`config.mk`:
```
export PLATFORM = sky130hd
export DESIGN_NAME = sync_fifo
export DESIGN_NICKNAME = d
export VERILOG_FILES = /design/src/rtl/sync_fifo.sv
export SDC_FILE = /design/constraint.sdc
export NUM_CORES = 1
export LEC_CHECK = 0
export CAP_MARGIN = 40
export CELL_PAD_IN_SITES_DETAIL_PLACEMENT = 1
export CELL_PAD_IN_SITES_GLOBAL_PLACEMENT = 2
export CORE_MARGIN = 10
export CORE_UTILIZATION = 30
export CTS_CLUSTER_DIAMETER = 30
export DETAILED_ROUTE_END_ITERATION = 16
export PLACE_DENSITY_LB_ADDON = 0.1
export SYNTH_ARGS = -nofsm -noshare
export SYNTH_HDL_FRONTEND = slang
export SYNTH_SLANG_ARGS = --single-unit
export TNS_END_PERCENT = 20
```
`constraint.sdc`:
```
create_clock -name clk -period 2.05 [get_ports clk]
set_input_delay 0.41 -clock clk [delete_from_list [all_inputs] [get_ports clk]]
set_output_delay 0.41 -clock clk [all_outputs]
set_load 0.05 [all_outputs]
```
`src/rtl/sync_fifo.sv`:
```
// Single-clock FIFO with registered read data and registered full/empty flags.
// Depth need not be a power of two; pointers wrap explicitly at DEPTH-1.
module sync_fifo #(
  parameter int unsigned DATA_WIDTH = 8,
  parameter int unsigned DEPTH      = 16
) (
  input  logic                  clk,
  input  logic                  rst_,
  input  logic                  wr_en,
  input  logic                  rd_en,
  input  logic [DATA_WIDTH-1:0] din,
  output logic [DATA_WIDTH-1:0] dout,
  output logic                  full,
  output logic                  empty
);

  localparam int unsigned PtrW = (DEPTH > 1) ? $clog2(DEPTH) : 1;
  localparam int unsigned CntW = $clog2(DEPTH + 1);

  logic [DATA_WIDTH-1:0] mem [DEPTH];

  logic [PtrW-1:0]       wr_ptr_q, wr_ptr_d;
  logic [PtrW-1:0]       rd_ptr_q, rd_ptr_d;
  logic [CntW-1:0]       count_q, count_d;
  logic [DATA_WIDTH-1:0] dout_q;
  logic                  full_q, empty_q;
  logic                  wr_acc, rd_acc;

  assign wr_acc = wr_en & ~full_q;
  assign rd_acc = rd_en & ~empty_q;

  always_comb begin
    wr_ptr_d = wr_ptr_q;
    rd_ptr_d = rd_ptr_q;
    count_d  = count_q;
    if (wr_acc) begin
      wr_ptr_d = (wr_ptr_q == PtrW'(DEPTH - 1)) ? '0 : wr_ptr_q + PtrW'(1);
    end
    if (rd_acc) begin
      rd_ptr_d = (rd_ptr_q == PtrW'(DEPTH - 1)) ? '0 : rd_ptr_q + PtrW'(1);
    end
    unique case ({wr_acc, rd_acc})
      2'b10:   count_d = count_q + CntW'(1);
      2'b01:   count_d = count_q - CntW'(1);
      default: count_d = count_q;
    endcase
  end

  always_ff @(posedge clk) begin
    if (!rst_) begin
      wr_ptr_q <= '0;
      rd_ptr_q <= '0;
      count_q  <= '0;
      dout_q   <= '0;
      full_q   <= 1'b0;
      empty_q  <= 1'b1;
    end else begin
      wr_ptr_q <= wr_ptr_d;
      rd_ptr_q <= rd_ptr_d;
      count_q  <= count_d;
      // Flags come from the next-state count so they are valid right after the edge.
      full_q   <= (count_d == CntW'(DEPTH));
      empty_q  <= (count_d == '0);
      if (rd_acc) begin
        dout_q <= mem[rd_ptr_q];
      end
    end
  end

  // Storage is deliberately not reset; a write coinciding with reset is suppressed.
  always_ff @(posedge clk) begin
    if (rst_ && wr_acc) begin
      mem[wr_ptr_q] <= din;
    end
  end

  assign dout  = dout_q;
  assign full  = full_q;
  assign empty = empty_q;

endmodule

```
==> impl_metrics.env, run 1 <==
export IMPL_peakVddDrop_mv=0.5955
export IMPL_dr_pass1_iters=5
export IMPL_top_layer_used="met4"
export IMPL_die_h_um=163.0
export IMPL_clk_latency_ns=0.42
export IMPL_powerDensity_mw_per_mm2=1052
export IMPL_grt_setup_unrepaired="true"
export IMPL_via_per_inst=4.761
export IMPL_required_ns=1.64
export IMPL_fin_crit_sh_pct=96.92
export IMPL_pwr_share_seq_pct=43.0
export IMPL_finish_utilization_pct=38.64
export IMPL_power_share_clock_pct=39.9
export IMPL_wl_um=13880
export IMPL_hp_class="flop to flop"
export IMPL_dr_wl_met3_um=324
export IMPL_root_buffer="clkbuf_16"
export IMPL_grt_pass1_wl_um=21750
export IMPL_tns_ns=0
export IMPL_hp_start="dout[2]$_SDFFE_PN0P_"
export IMPL_io_pins=22
export IMPL_crit_type="flop to primary output"
export IMPL_cts_buffers=17
export IMPL_worst_pin_slew_ns=0.6467
export IMPL_globalRouteOverflowTotal=0
export IMPL_r2r_end="full$_SDFF_PN0_"
export IMPL_total_power_mw=8.196
export IMPL_cts_tree="built"
export IMPL_coreArea_mm2=0.02017
export IMPL_syn_to_final_growth_pct=27.10
export IMPL_timing_final_hold_violations=0
export IMPL_net_switching_power_mw=2.148
export IMPL_syn_num_nets=364
export IMPL_grt_pass1_vias=3530
export IMPL_ys_flop_type="edfxtp_1"
export IMPL_endpoint_kind="primary output"
export IMPL_io_buffers=21
export IMPL_initial_core_util_pct=30.40
export IMPL_yosysSeqAreaShare_pct=70.19
export IMPL_hold_slack_ns=0.4641
export IMPL_ys_warn_count=0
export IMPL_synth_cell_types=43
export IMPL_p_int_mw=6.048
export IMPL_fill_cells=2004
export IMPL_synth_avg_cell_area_um2=17.77
export IMPL_fp_dieW_um=163.0
export IMPL_power_frac_comb_pct=17.1
export IMPL_drtIter0Drc=202
export IMPL_worstSetupEndpoint="full"
export IMPL_period_needed_ns=1.987
export IMPL_gp_congestion=0.7014
export IMPL_cp_max_fo=2
export IMPL_crit_slowest_cell="clkdlybuf4s50_1"
export IMPL_dpl_instance_area_mm2=0.007139
export IMPL_slowest_delay_ns=0.80
export IMPL_cts_path_max_buffers=2
export IMPL_diodes=0
export IMPL_grt_antenna_before_repair=0
export IMPL_clk_pin_slew_ns=0.06
export IMPL_crit_cells=1
export IMPL_synth_edf_count=128
export IMPL_cp_buffers_inverters=1
export IMPL_hpwl_um=9638
export IMPL_arrival_ns=1.58
export IMPL_met2_length_um=6750
export IMPL_start_kind="flop"
export IMPL_p_leak_nw=2.590
export IMPL_wl_met1_um=6647
export IMPL_grt_usage_pct=10.96
export IMPL_drive_above_1_share_pct=30.17
export IMPL_design_area_mm2=0.007794
export IMPL_status="finished clean"
export IMPL_final_common_cell="edfxtp_1"
export IMPL_synth_cells=345
export IMPL_syn_cell_area_mm2=0.006132
export IMPL_nets=427
export IMPL_crit_path_cell_trace="clkdlybuf4s50_1"
export IMPL_hold_buffers=0
export IMPL_htreeDepth=4
export IMPL_slew_headroom_pct=56.80
export IMPL_fin_skew_ns=0.008209
export IMPL_grt_max_degree=31
export IMPL_cap_violations=0
export IMPL_asyncSetResetFlopFracSynth_pct=0
export IMPL_final_cell_mix="edfxtp_1, mux4_2, buf_4, dfxtp_1"
export IMPL_critPathTopFamily="buffers and inverters"
export IMPL_die_area_mm2=0.02656
export IMPL_max_freq_mhz=503.3
export IMPL_vias=3290
export IMPL_ff2ff_path_depth=10
export IMPL_route_detailed_drc=0
export IMPL_regToRegSetupSlack_ns=0.08
export IMPL_cts_sinks=151
export IMPL_rows=52
export IMPL_wl_per_cell_um=20.08
export IMPL_p_sw_share_pct=26.21
export IMPL_setup_viol=0
export IMPL_r2r_start="empty$_SDFF_PN1_"
export IMPL_finalMaxSlewViolations=0
export IMPL_cp_startpoint="full$_SDFF_PN0_"
export IMPL_ys_ff_latch=151
export IMPL_ant_nets=0
[worst min path at each step]
stage,endpoint,slack (ns),depth (start not counted)
6_report,dout[2]$_SDFFE_PN0P_,0.46,2
5_1_grt,dout[2]$_SDFFE_PN0P_,0.50,2
4_1_cts,dout[4]$_SDFFE_PN0P_,0.47,2
3_5_place_dp,dout[4]$_SDFFE_PN0P_,0.46,2
3_3_place_gp,dout[6]$_SDFFE_PN0P_,0.46,2
2_1_floorplan,wr_ptr_q[1]$_SDFFE_PN0P_,0.48,2
[final cells by class]
class | count | area, µm² | area share (%)
tap | 270 | 337.8 | 4.335
clock inverter | 15 | 186.4 | 2.392
clock buffer | 17 | 425.4 | 5.458
timing repair buffer | 63 | 760.7 | 9.761
inverter | 8 | 35.03 | 0.4495
sequential | 151 | 4310 | 55.31
multi-input combinational | 167 | 1738 | 22.30
[sequential cells by signal, indices dropped and copies added (netlist names)]
register / count
count_q: 5
full: 1
empty: 1
dout: 8
mem: 128
wr_ptr_q: 4
rd_ptr_q: 4
[metrics by stage]
step | cells | setup slack [ns]
5_1_grt | 691 | -0.07354
3_3_place_gp | 657 | -0.5746
3_5_place_dp | 658 | -0.6216
4_1_cts | 691 | 0.01157
2_1_floorplan | 345 | -0.07048
6_report | 691 | 0.06310
[routing by layer]
| metal | global-route usage (%) | vias up |
|---|---|---|
| li1 | - | 1508 |
| met1 | 14.55 | 1725 |
| met2 | 17.23 | 45 |
| met3 | 2.401 | 12 |
| met4 | 4.057 | 0 |
| met5 | 0 | - |
[synth_stat cells, drive strengths merged (3+ instances only)]
library cell,count,area share (%)
a21oi,10,0.82
a221oi,9,2.2
a22o,8,1.1
and2,19,1.9
buf,12,1.5
clkbuf,7,0.43
dfxtp,23,7.5
edfxtp,128,63
ha,7,1.4
inv,8,0.49
mux4,32,12
nand2,15,0.92
nand3,11,0.90
nor2,9,0.55
nor2b,3,0.31
nor3,4,0.33
nor3b,4,0.57
o2111ai,3,0.43
o21ai,11,0.90
xor2,4,0.57
[power by group through the flow]
stage          Sequential [mW]  Combinational [mW]  Clock (mW)
2_1_floorplan             3.68               0.787           0
4_1_cts                   3.53                1.39        3.35
5_1_grt                   3.54                1.53        3.49
3_5_place_dp              3.59                1.38           0
6_report                  3.53                1.40        3.27
3_3_place_gp              3.58                1.37           0
[what timing repair did]
action	CTS	global route
resized for setup	5	6
endpoints found under the setup margin	22	3
pin swaps	5	4
buffers inserted	1	0
[cell families after synthesis]
| logic type | share of synthesized area, % |
|---|---|
| DFF | 70.19 |
| and+or+nand+nor | 5.958 |
| AOI/OAI and AO/OA | 6.958 |
| muxes | 12.22 |
| buffers and inverters | 2.387 |
| adders and majority gates | 1.428 |
| xor gates and xnor gates | 0.8570 |
No activity file was read; power rests on OpenSTA's default activity.
==> inputs of run 2 (changes only) <==
--- a/config.mk
+++ b/config.mk
@@ -12,6 +12,7 @@
 export CORE_UTILIZATION = 30
 export CTS_CLUSTER_DIAMETER = 30
 export DETAILED_ROUTE_END_ITERATION = 16
+export GPL_ROUTABILITY_DRIVEN = 0
 export PLACE_DENSITY_LB_ADDON = 0.1
 export SYNTH_ARGS = -nofsm -noshare
 export SYNTH_HDL_FRONTEND = slang
==> results of run 2 <==
Same layout as run 1: the final DEF is identical, and so are final timing and power.
==> inputs of run 3 (changes only) <==
--- a/config.mk
+++ b/config.mk
@@ -8,8 +8,9 @@
 export CAP_MARGIN = 40
 export CELL_PAD_IN_SITES_DETAIL_PLACEMENT = 1
 export CELL_PAD_IN_SITES_GLOBAL_PLACEMENT = 2
+export CORE_ASPECT_RATIO = 1.75
 export CORE_MARGIN = 10
-export CORE_UTILIZATION = 30
+export CORE_UTILIZATION = 42
 export CTS_CLUSTER_DIAMETER = 30
 export DETAILED_ROUTE_END_ITERATION = 16
 export GPL_ROUTABILITY_DRIVEN = 0
==> impl_metrics.env, run 3 (synthesis results as in run 1) <==
export IMPL_route_detailed_drc=0
export IMPL_setup_viol=0
export IMPL_timing_final_hold_violations=0
export IMPL_hold_buffers=0
export IMPL_root_buffer="clkbuf_16"
export IMPL_peakVddDrop_mv=0.6939
export IMPL_drive_above_1_share_pct=32.63
export IMPL_fin_skew_ns=0.01249
export IMPL_cts_tree="built"
export IMPL_clk_latency_ns=0.41
export IMPL_diodes=0
export IMPL_rows=58
export IMPL_syn_to_final_growth_pct=27.48
export IMPL_grt_pass1_vias=3739
export IMPL_p_leak_nw=2.662
export IMPL_nets=435
export IMPL_globalRouteOverflowTotal=0
export IMPL_die_area_mm2=0.02002
export IMPL_fin_crit_sh_pct=99.15
export IMPL_initial_core_util_pct=42.68
export IMPL_final_cell_mix="edfxtp_1, buf_4, mux4_2, dfxtp_1"
export IMPL_powerDensity_mw_per_mm2=1063
export IMPL_regToRegSetupSlack_ns=0.02
export IMPL_finish_utilization_pct=54.41
export IMPL_cap_violations=0
export IMPL_cp_max_fo=5
export IMPL_die_h_um=179.8
export IMPL_dpl_instance_area_mm2=0.007049
export IMPL_worst_pin_slew_ns=0.5174
export IMPL_max_freq_mhz=492.0
export IMPL_dr_pass1_iters=6
export IMPL_period_needed_ns=2.033
export IMPL_largest_register="mem"
export IMPL_coreArea_mm2=0.01437
export IMPL_cts_path_max_buffers=2
export IMPL_grt_antenna_before_repair=0
export IMPL_finalMaxSlewViolations=0
export IMPL_cp_startpoint="empty$_SDFF_PN1_"
export IMPL_crit_type="flop to flop"
export IMPL_ant_nets=0
export IMPL_wl_um=13500
export IMPL_required_ns=2.38
export IMPL_status="finished clean"
export IMPL_cts_buffers=17
export IMPL_grt_max_degree=24
export IMPL_vias=3280
export IMPL_design_area_mm2=0.007818
export IMPL_via_per_inst=5.386
export IMPL_fp_dieW_um=111.3
export IMPL_r2r_start="empty$_SDFF_PN1_"
export IMPL_arrival_ns=2.37
export IMPL_io_pins=22
export IMPL_cts_sinks=151
export IMPL_largest_reg_flops=128
export IMPL_hp_class="flop to flop"
export IMPL_grt_pass1_wl_um=21470
export IMPL_grt_usage_pct=13.98
export IMPL_hp_start="dout[7]$_SDFFE_PN0P_"
export IMPL_slew_headroom_pct=65.40
export IMPL_htreeDepth=4
export IMPL_hpwl_um=9934
export IMPL_wl_per_cell_um=22.16
export IMPL_drtIter0Drc=90
export IMPL_place_worst_setup_slack_ns=-0.6765
export IMPL_final_common_cell="edfxtp_1"
export IMPL_grt_setup_unrepaired="true"
export IMPL_start_kind="flop"
export IMPL_fill_cells=1308
export IMPL_setup_slack_ns=0.01746
export IMPL_endpoint_kind="flop"
export IMPL_io_buffers=21
export IMPL_clk_pin_slew_ns=0.07
run 3: cell types whose count changed in the layout (fill, tap and decap cells not counted), moves of 2 or more:
| cell | delta |
|---|---|
| buf_4 | +9 |
| clkdlybuf4s50_1 | -2 |
| clkinv_2 | -2 |
| clkinv_4 | +2 |
run 3: what timing repair did:
item | in CTS | in global routing
endpoints found under the hold margin | 0 | 0
pin swaps | 6 | 6
resized for setup | 8 | 12
endpoints found under the setup margin | 100 | 5
setup buffers | 4 | 2
run 3: final cells by class:
cell class	count	area, µm²	area share (%)
flip-flops and latches	151	4310	55.14
multi-input cells	167	1792	22.92
repair buffers	71	820.8	10.50
clock buffers	17	425.4	5.442
well taps	180	225.2	2.881
clock inverters	15	209.0	2.673
inverters	8	35.03	0.4481
run 3: routing by layer:
metal  routed length (µm)  track usage, %  vias up
met4                  213           5.524        0
met1                 4905           13.61     1705
met2                 8141           27.49       40
met5                    0               0        -
met3                  239           2.733       11
li1                     -               -     1524
run 3: worst max-delay path, cell delays in order, from the launching register on:
cell and delay [ns]:
dfxtp_2 0.32, nand2b_4 0.14, inv_4 0.07, nand2_4 0.06, xnor2_4 0.15, ha_4 0.19, nor3b_2 0.16, a31oi_1 0.12
a221oi_2 0.32, xor2_1 0.24, nor3b_2 0.18
run 3: path summary, 6_finish.rpt:
check | cells past startpoint | end
max | 10 | full$_SDFF_PN0_
min reg2reg | 2 | dout[7]$_SDFFE_PN0P_
max reg2reg | 10 | full$_SDFF_PN0_
min | 2 | dout[7]$_SDFFE_PN0P_
run 3: through the flow:
step | power (mW) | hold WS (ns) | std cells | setup TNS [ns]
finish | 8.313 | 0.4632 | 609 | 0
global route | 8.693 | 0.4869 | 609 | -0.3514
CTS | 8.317 | 0.4673 | 607 | -0.09211
detailed placement | 4.962 | 0.4572 | 571 | -58.98
global placement | 4.928 | 0.4536 | 570 | -51.33
floorplan | 4.464 | 0.4812 | 345 | -0.1351
run 3: power by group:
part	internal [mW]	total [mW]	switching (mW)	leakage, nW
sequential	3.43	3.54	0.101	1.34
combinational	0.736	1.49	0.756	1.01
clock	1.97	3.29	1.31	0.308
